**src/rtl/wrr_egress_fifo.sv**
```systemverilog
// Egress descriptor FIFO between the WRR arbiter (req/gnt) and MAC-TX (valid/ready).
// First-word fall-through read side, with pause, flush, occupancy and a delivered-descriptor counter.
module wrr_egress_fifo #(
  parameter int DW       = 8,
  parameter int DEPTH    = 8,
  parameter int AFULL_TH = 6
) (
  input  logic                     iClk,
  input  logic                     iRst_n,
  input  logic                     iReq,
  output logic                     oGnt,
  input  logic [DW-1:0]            iData,
  output logic                     oValid,
  input  logic                     iReady,
  output logic [DW-1:0]            oData,
  input  logic                     iPause,
  input  logic                     iFlush,
  output logic [$clog2(DEPTH):0]   oLevel,
  output logic                     oAlmostFull,
  output logic [15:0]              oTxCnt
);

  localparam int AW = $clog2(DEPTH);
  localparam int LW = AW + 1;

  logic [DW-1:0] mem [DEPTH];
  logic [AW-1:0] wrPtr;
  logic [AW-1:0] rdPtr;
  logic [LW-1:0] level;
  logic          full;
  logic          empty;
  logic          wrEn;
  logic          rdEn;

  // Grant looks only at registered state, never at iReq, so no comb loop through the arbiter.
  assign full        = (level == LW'(DEPTH));
  assign empty       = (level == '0);
  assign oGnt        = iRst_n && !full && !iFlush;
  assign oValid      = !empty && !iPause && !iFlush;
  assign oData       = empty ? '0 : mem[rdPtr];
  assign oLevel      = level;
  assign oAlmostFull = (level >= LW'(AFULL_TH));

  assign wrEn = iReq && oGnt;
  assign rdEn = oValid && iReady;

  // NOTE: sequential state uses non-blocking assignments so every register samples pre-edge values.
  always_ff @(posedge iClk or negedge iRst_n) begin
    if (!iRst_n) begin
      wrPtr  <= '0;
      rdPtr  <= '0;
      level  <= '0;
      oTxCnt <= '0;
    end else begin
      if (iFlush) begin
        wrPtr <= '0;
        rdPtr <= '0;
        level <= '0;
      end else begin
        if (wrEn) wrPtr <= wrPtr + AW'(1);
        if (rdEn) rdPtr <= rdPtr + AW'(1);
        level <= level + LW'(wrEn) - LW'(rdEn);
      end
      // Counter wraps naturally at 16 bits; rdEn is already low during a flush.
      if (rdEn) oTxCnt <= oTxCnt + 16'd1;
    end
  end

  // NOTE: storage is deliberately not reset; oData is masked to 0 while empty, so contents are never observed.
  always_ff @(posedge iClk) begin
    if (wrEn) mem[wrPtr] <= iData;
  end

endmodule

```
**config.mk**
```make
export PLATFORM = sky130hd
export DESIGN_NAME = wrr_egress_fifo
export DESIGN_NICKNAME = d
export VERILOG_FILES = /design/src/rtl/wrr_egress_fifo.sv
export SDC_FILE = /design/constraint.sdc
export NUM_CORES = 1
export LEC_CHECK = 0
export CAP_MARGIN = 20
export CORE_ASPECT_RATIO = 0.9
export CORE_UTILIZATION = 40
export DETAILED_ROUTE_END_ITERATION = 8
export PLACE_DENSITY_LB_ADDON = 0.05
export RECOVER_POWER = 100
export REMOVE_ABC_BUFFERS = 1
export SYNTH_ARGS = -nofsm -noshare
export SYNTH_HDL_FRONTEND = slang
export SYNTH_SLANG_ARGS = --single-unit
export TNS_END_PERCENT = 1
```
**constraint.sdc**
```tcl
create_clock -name iClk -period 3.3 [get_ports iClk]
set_clock_uncertainty 0.15 [all_clocks]
set_input_delay 0.99 -clock iClk [delete_from_list [all_inputs] [get_ports iClk]]
set_output_delay 0.99 -clock iClk [all_outputs]
set_load 0.01 [all_outputs]
```
# Word level (Yosys, flattened, before mapping)
# Memories as Yosys holds them, arrays and structs flattened.
# Cells that the tools add are included.
dict set report classes {
  n_mux 8
  eq_ne 1
  reduce_logical 13
  order_cmp 1
  add_sub_neg 5
}
# op n
set ops {}
lappend ops {{16-bit by 1-bit adder with 16-bit output, second input constant} 1}
lappend ops {{3-bit two-way mux} 4}
lappend ops {{8-bit two-way mux} 1}
lappend ops {{3-bit by 1-bit adder with 3-bit output, second input constant} 2}
lappend ops {{1-bit logical AND} 6}
lappend ops {{4-bit by 1-bit adder with 4-bit output} 1}
lappend ops {{4-bit == test, second input constant} 1}
lappend ops {{4-bit by 3-bit >= comparator with 1-bit output, second input constant} 1}
lappend ops {{1-bit logical NOT} 4}
lappend ops {{4-bit logical NOT} 1}
lappend ops {{4-bit two-way mux} 1}
lappend ops {{2-bit nonzero test} 2}
lappend ops {{4-bit by 1-bit subtractor with 4-bit output} 1}
lappend ops {{1-bit two-way mux} 2}
dict set report word_totals {
  mem_bits_rw 64
  output_inout_bits 31
  mem_count 1
  input_bits 14
  reg_bits 26
  wordCells 33
}
# name words word_bits read_ports rd_ports_with_merged_regs write_ports line_no
set memory_table {}
lappend memory_table {mem 8 8 1 0 1 26} ;# logic [DW-1:0] mem [DEPTH];

# Logic depth before layout (Yosys ltp)
dict set report depth {
  ltp_word 8
  depth_mapped 13
  ltp_nobuf 12
}

# Least setup slack after synthesis
# OpenSTA, ideal clock, no wires.
dict set report synth_path {
  path_kind {input -> register}
  from {input port iPause}
  to {register level[1], in the netlist oLevel[1]}
  path_slack_ns 0.239
  stages 9
  required_time_ns 3.020
  path_buffers 1
  arrival_ns 2.781
  setup_ns 0.130
  path_cell_list {or3b_4 or2_1 buf_6 inv_1 ha_1 inv_1 ha_1 fa_1 nor2b_1}
}
dict set report synth_between {
  elab_chain_len 6
}
# item line_no
set synth_rtl {}
lappend synth_rtl {{start: declaration} 16} ;# input logic iPause,
lappend synth_rtl {{1-bit logical NOT} 39} ;# assign oValid = !empty && !iPause && !iFlush;
lappend synth_rtl {{1-bit logical AND (2 in a row)} 39}
lappend synth_rtl {{1-bit logical AND} 45} ;# assign rdEn = oValid && iReady;
lappend synth_rtl {{via rdEn} 33} ;# logic rdEn;
lappend synth_rtl {{4-bit by 1-bit subtractor with 4-bit output} 62} ;# level <= level + LW'(wrEn) - LW'(rdEn);
lappend synth_rtl {{4-bit two-way mux} 55} ;# if (iFlush) begin
lappend synth_rtl {{end signal: assignment} 62}
lappend synth_rtl {{end: declaration} 29} ;# logic [LW-1:0] level;
# The timed path passes the listed nets, and every way through them passes these cells.
# A chain may end at the register's enable or synchronous reset.

# Worst setup path after layout
dict set report layout_path {
  from {input port iRst_n}
  to {output port oGnt}
}
dict set report layout_between {
  elab_chain_len 2
}
# item line_no
set layout_rtl {}
lappend layout_rtl {{start: declaration} 9} ;# input logic iRst_n,
lappend layout_rtl {{1-bit logical AND (2 in a row)} 38} ;# assign oGnt = iRst_n && !full && !iFlush;
lappend layout_rtl {{end: declaration} 11} ;# output logic oGnt,
# No other way between the ends.

==> impl_metrics.py <==
metrics = {
    "clocking": {
        "holdBufCountCts": 0,
        "clkTransAtPathRegs_ns": 0.09,
        "clock_sinks": 90,
        "clock_latency_ns": 0.35,
        "htree_levels": 3,
        "cts_root_buf": "clkbuf_8",
        "cts_buffers": 9,
        "cts_tree": "yes",
        "cts_buffer_depth": 2,
    },
    "layout": {
        "final_core_util": 0.523,
        "layout.cells.non_filler": 485,
        "drive_gt1_frac": 0.122,
        "nNetsFinal": 382,
        "fillers": 863,
        "finalInstanceArea_um2": 4840,
        "area_growth_pct": 25.3,
    },
    "grt": {
        "overflow": 0,
        "antenna_found_initial": 1,
        "track_usage": 0.171,
        "grt_pass1_vias": 2258,
        "grt_pass1_wl_um": 12600,
        "grt_max_degree": 27,
    },
    "placement": {
        "pre_cts_slack_ns": -0.212,
        "place_area_um2": 4720,
        "port_buffers": 44,
        "dpl.cell_count": 468,
        "dp_hpwl_um": 5330,
        "place.gp.congestion": 0.729,
    },
    "floorplanning": {
        "dieHeight_um": 95.2,
        "io-pin-count": 45,
        "die_area_um2": 10000,
        "die_w_um": 106,
        "start_util": 0.417,
        "core_um2": 9250,
        "std_cell_rows": 33,
    },
    "routing": {
        "drtIter0Drc": 60,
        "post_drt_via_cell_ratio": 5.00,
        "ant_nets": 0,
        "avgRoutedWirePerCell_um": 16.5,
        "routed_wl_um": 8000,
        "drc_errors": 0,
        "dr.pass1.iters": 4,
        "routed-via-count": 2424,
    },
    "logic_synthesis": {
        "synth_top_area_cell": "edfxtp_1",
        "synth_area_leaders": "edfxtp_1, dfrtp_1, mux2i_1, xnor2_1, ha_1",
        "syn_avg_cell_area_um2": 14.0,
        "synth-edff-count": 64,
        "synth_most_common_cell": "edfxtp_1",
        "synth_seq_cells": 90,
        "synth_common_cells": "edfxtp_1, dfrtp_1, nor2b_1",
        "ys_seq_area_frac": 0.666,
        "synth_area_um2": 3860,
        "synth_warnings": 0,
        "synth_ff_type": "edfxtp_1",
        "yosysTopAreaCellShare": 0.498,
        "synthCells": 276,
        "async_flop_share": 0.289,
        "ys_types": 34,
    },
    "timing": {
        "fmax_mhz": 316,
        "slew_headroom": 0.0171,
        "period_share": 0.959,
        "tightest_slew_ns": 1.47,
        "setup_slack_ns": 0.136,
        "period_minus_slack_ns": 3.16,
        "rsz0062_at_grt": "false",
        "final-hold-violation-count": 0,
        "drv_slew": 0,
        "setup_viol": 0,
    },
    "critical_path": {
        "path_max_fanout": 3,
        "startpoint_type": "input pin",
        "cp.required_ns": 2.16,
        "path_class": "input pin to output pin",
        "arrival_ns": 2.02,
        "crit_path_end_kind": "output pin",
    },
    "pwr": {
        "pwr-share-comb": 0.231,
        "internal_power_mw": 1.84,
        "p_sw_mw": 0.760,
        "power.density_nw_per_um2": 537,
        "p_clk_frac": 0.261,
        "p_seq_frac": 0.508,
        "leakage_nw": 1.85,
        "ir_drop_v": 0.000568,
        "power_mw": 2.60,
        "swShare": 0.292,
    },
    "flow_run": {
        "cap_violations": 0,
    },
    "outcome": {
        "status": "finished clean",
    },
    "hold_path": {
        "hold_path.class": "flip-flop to flip-flop",
    },
}
## through the flow
step | TNS (ns) | hold WS (ns)
after floorplan | 0 | 0.354
after global placement | -1.26 | 0.316
after detailed placement | -1.36 | 0.309
after global routing | 0 | 0.346
final | 0 | 0.318
after CTS | -0.472 | 0.329
## critical path, stage by stage
cell,delay [ns]
clkdlybuf4s50_1,0.49
nand2b_1,0.13
nor2_2,0.14
dlygate4sd2_1,0.27
## logic make-up (layout without fill, tap and decap cells)
family / count (synthesis) / in the layout / share of synthesized area
buffers and inverters: 18 / 104 / 0.0198
AO/OA/AOI/OAI: 27 / 27 / 0.0564
AND/OR/NAND/NOR: 95 / 95 / 0.135
other: 0 / 1 / 0
XOR/XNOR: 19 / 19 / 0.0431
adder cells (fa/ha/maj): 11 / 11 / 0.0376
multiplexers: 16 / 16 / 0.0415
flip-flops: 90 / 90 / 0.666
## layer usage
layer  vias up  track usage  share of wire
met2        38        0.266           0.45
met5         -            0              0
li1       1190            -              -
met4         0       0.0382         0.0087
met1      1190        0.237           0.50
met3         6       0.0513          0.037
## registers in the layout (all words and copies together) (netlist names)
name and count:
oTxCnt 16, mem 64, wrPtr 3, oLevel 4, rdPtr 3
## layout by cell type (no fill, tap or decap), types with 3 or more instances in the layout
cell             count
edfxtp_1            64
dlygate4sd3_1       29
dfrtp_1             25
nor2b_1             20
nand2_1             18
clkbuf_1            17
mux2i_1             16
buf_4               16
xnor2_1             15
nor2_1              10
nor4_1              10
ha_1                10
nand3_1              9
clkbuf_8             9
a211oi_1             8
a22o_1               8
dlygate4sd2_1        7
inv_1                6
nor3_1               6
a2111oi_0            5
clkdlybuf4s50_1      5
xor2_1               4
nand3b_1             4
nand2b_1             3
nand4_1              3
## what timing repair did
item / 4_1_cts / 5_1_grt
setup endpoints to repair: 10 / 3
resized for setup: 12 / 5
buffers inserted: 0 / 0
## power by group through the flow
stage | clock (mW) | combinational, mW | sequential [mW]
floorplan | 0 | 0.262 | 1.35
global placement | 0 | 0.654 | 1.35
detailed placement | 0 | 0.661 | 1.34
CTS | 0.709 | 0.644 | 1.32
global route | 0.754 | 0.658 | 1.33
finish | 0.677 | 0.601 | 1.32
## path summary, 6_finish.rpt
check / startpoint / end / slack [ns] / depth (start not counted)
worst max-delay path: iRst_n / oGnt / 0.14 / 4
worst min-delay path: oTxCnt[15] / oTxCnt[15] / 0.32 / 1
worst max register to register: oLevel[2] / oLevel[2] / 0.66 / 12
worst min register to register: oTxCnt[15] / oTxCnt[15] / 0.32 / 1
max in group asynchronous: iRst_n / rdPtr[1] / 0.68 / 2
min in group asynchronous: iRst_n / oTxCnt[15] / 1.35 / 2
## area by class of cell
| cell class | count | area (um2) | area share |
|---|---|---|---|
| clock inverter | 7 | 53.8 | 0.0111 |
| timing repair buffer | 82 | 676 | 0.140 |
| antenna | 1 | 2.50 | 0.000517 |
| inverter | 6 | 22.5 | 0.00465 |
| tap | 122 | 153 | 0.0315 |
| clock buffer | 9 | 124 | 0.0256 |
| sequential | 90 | 2570 | 0.532 |
| multi-input combinational | 168 | 1230 | 0.255 |
Power figures use the tool's default switching activity.
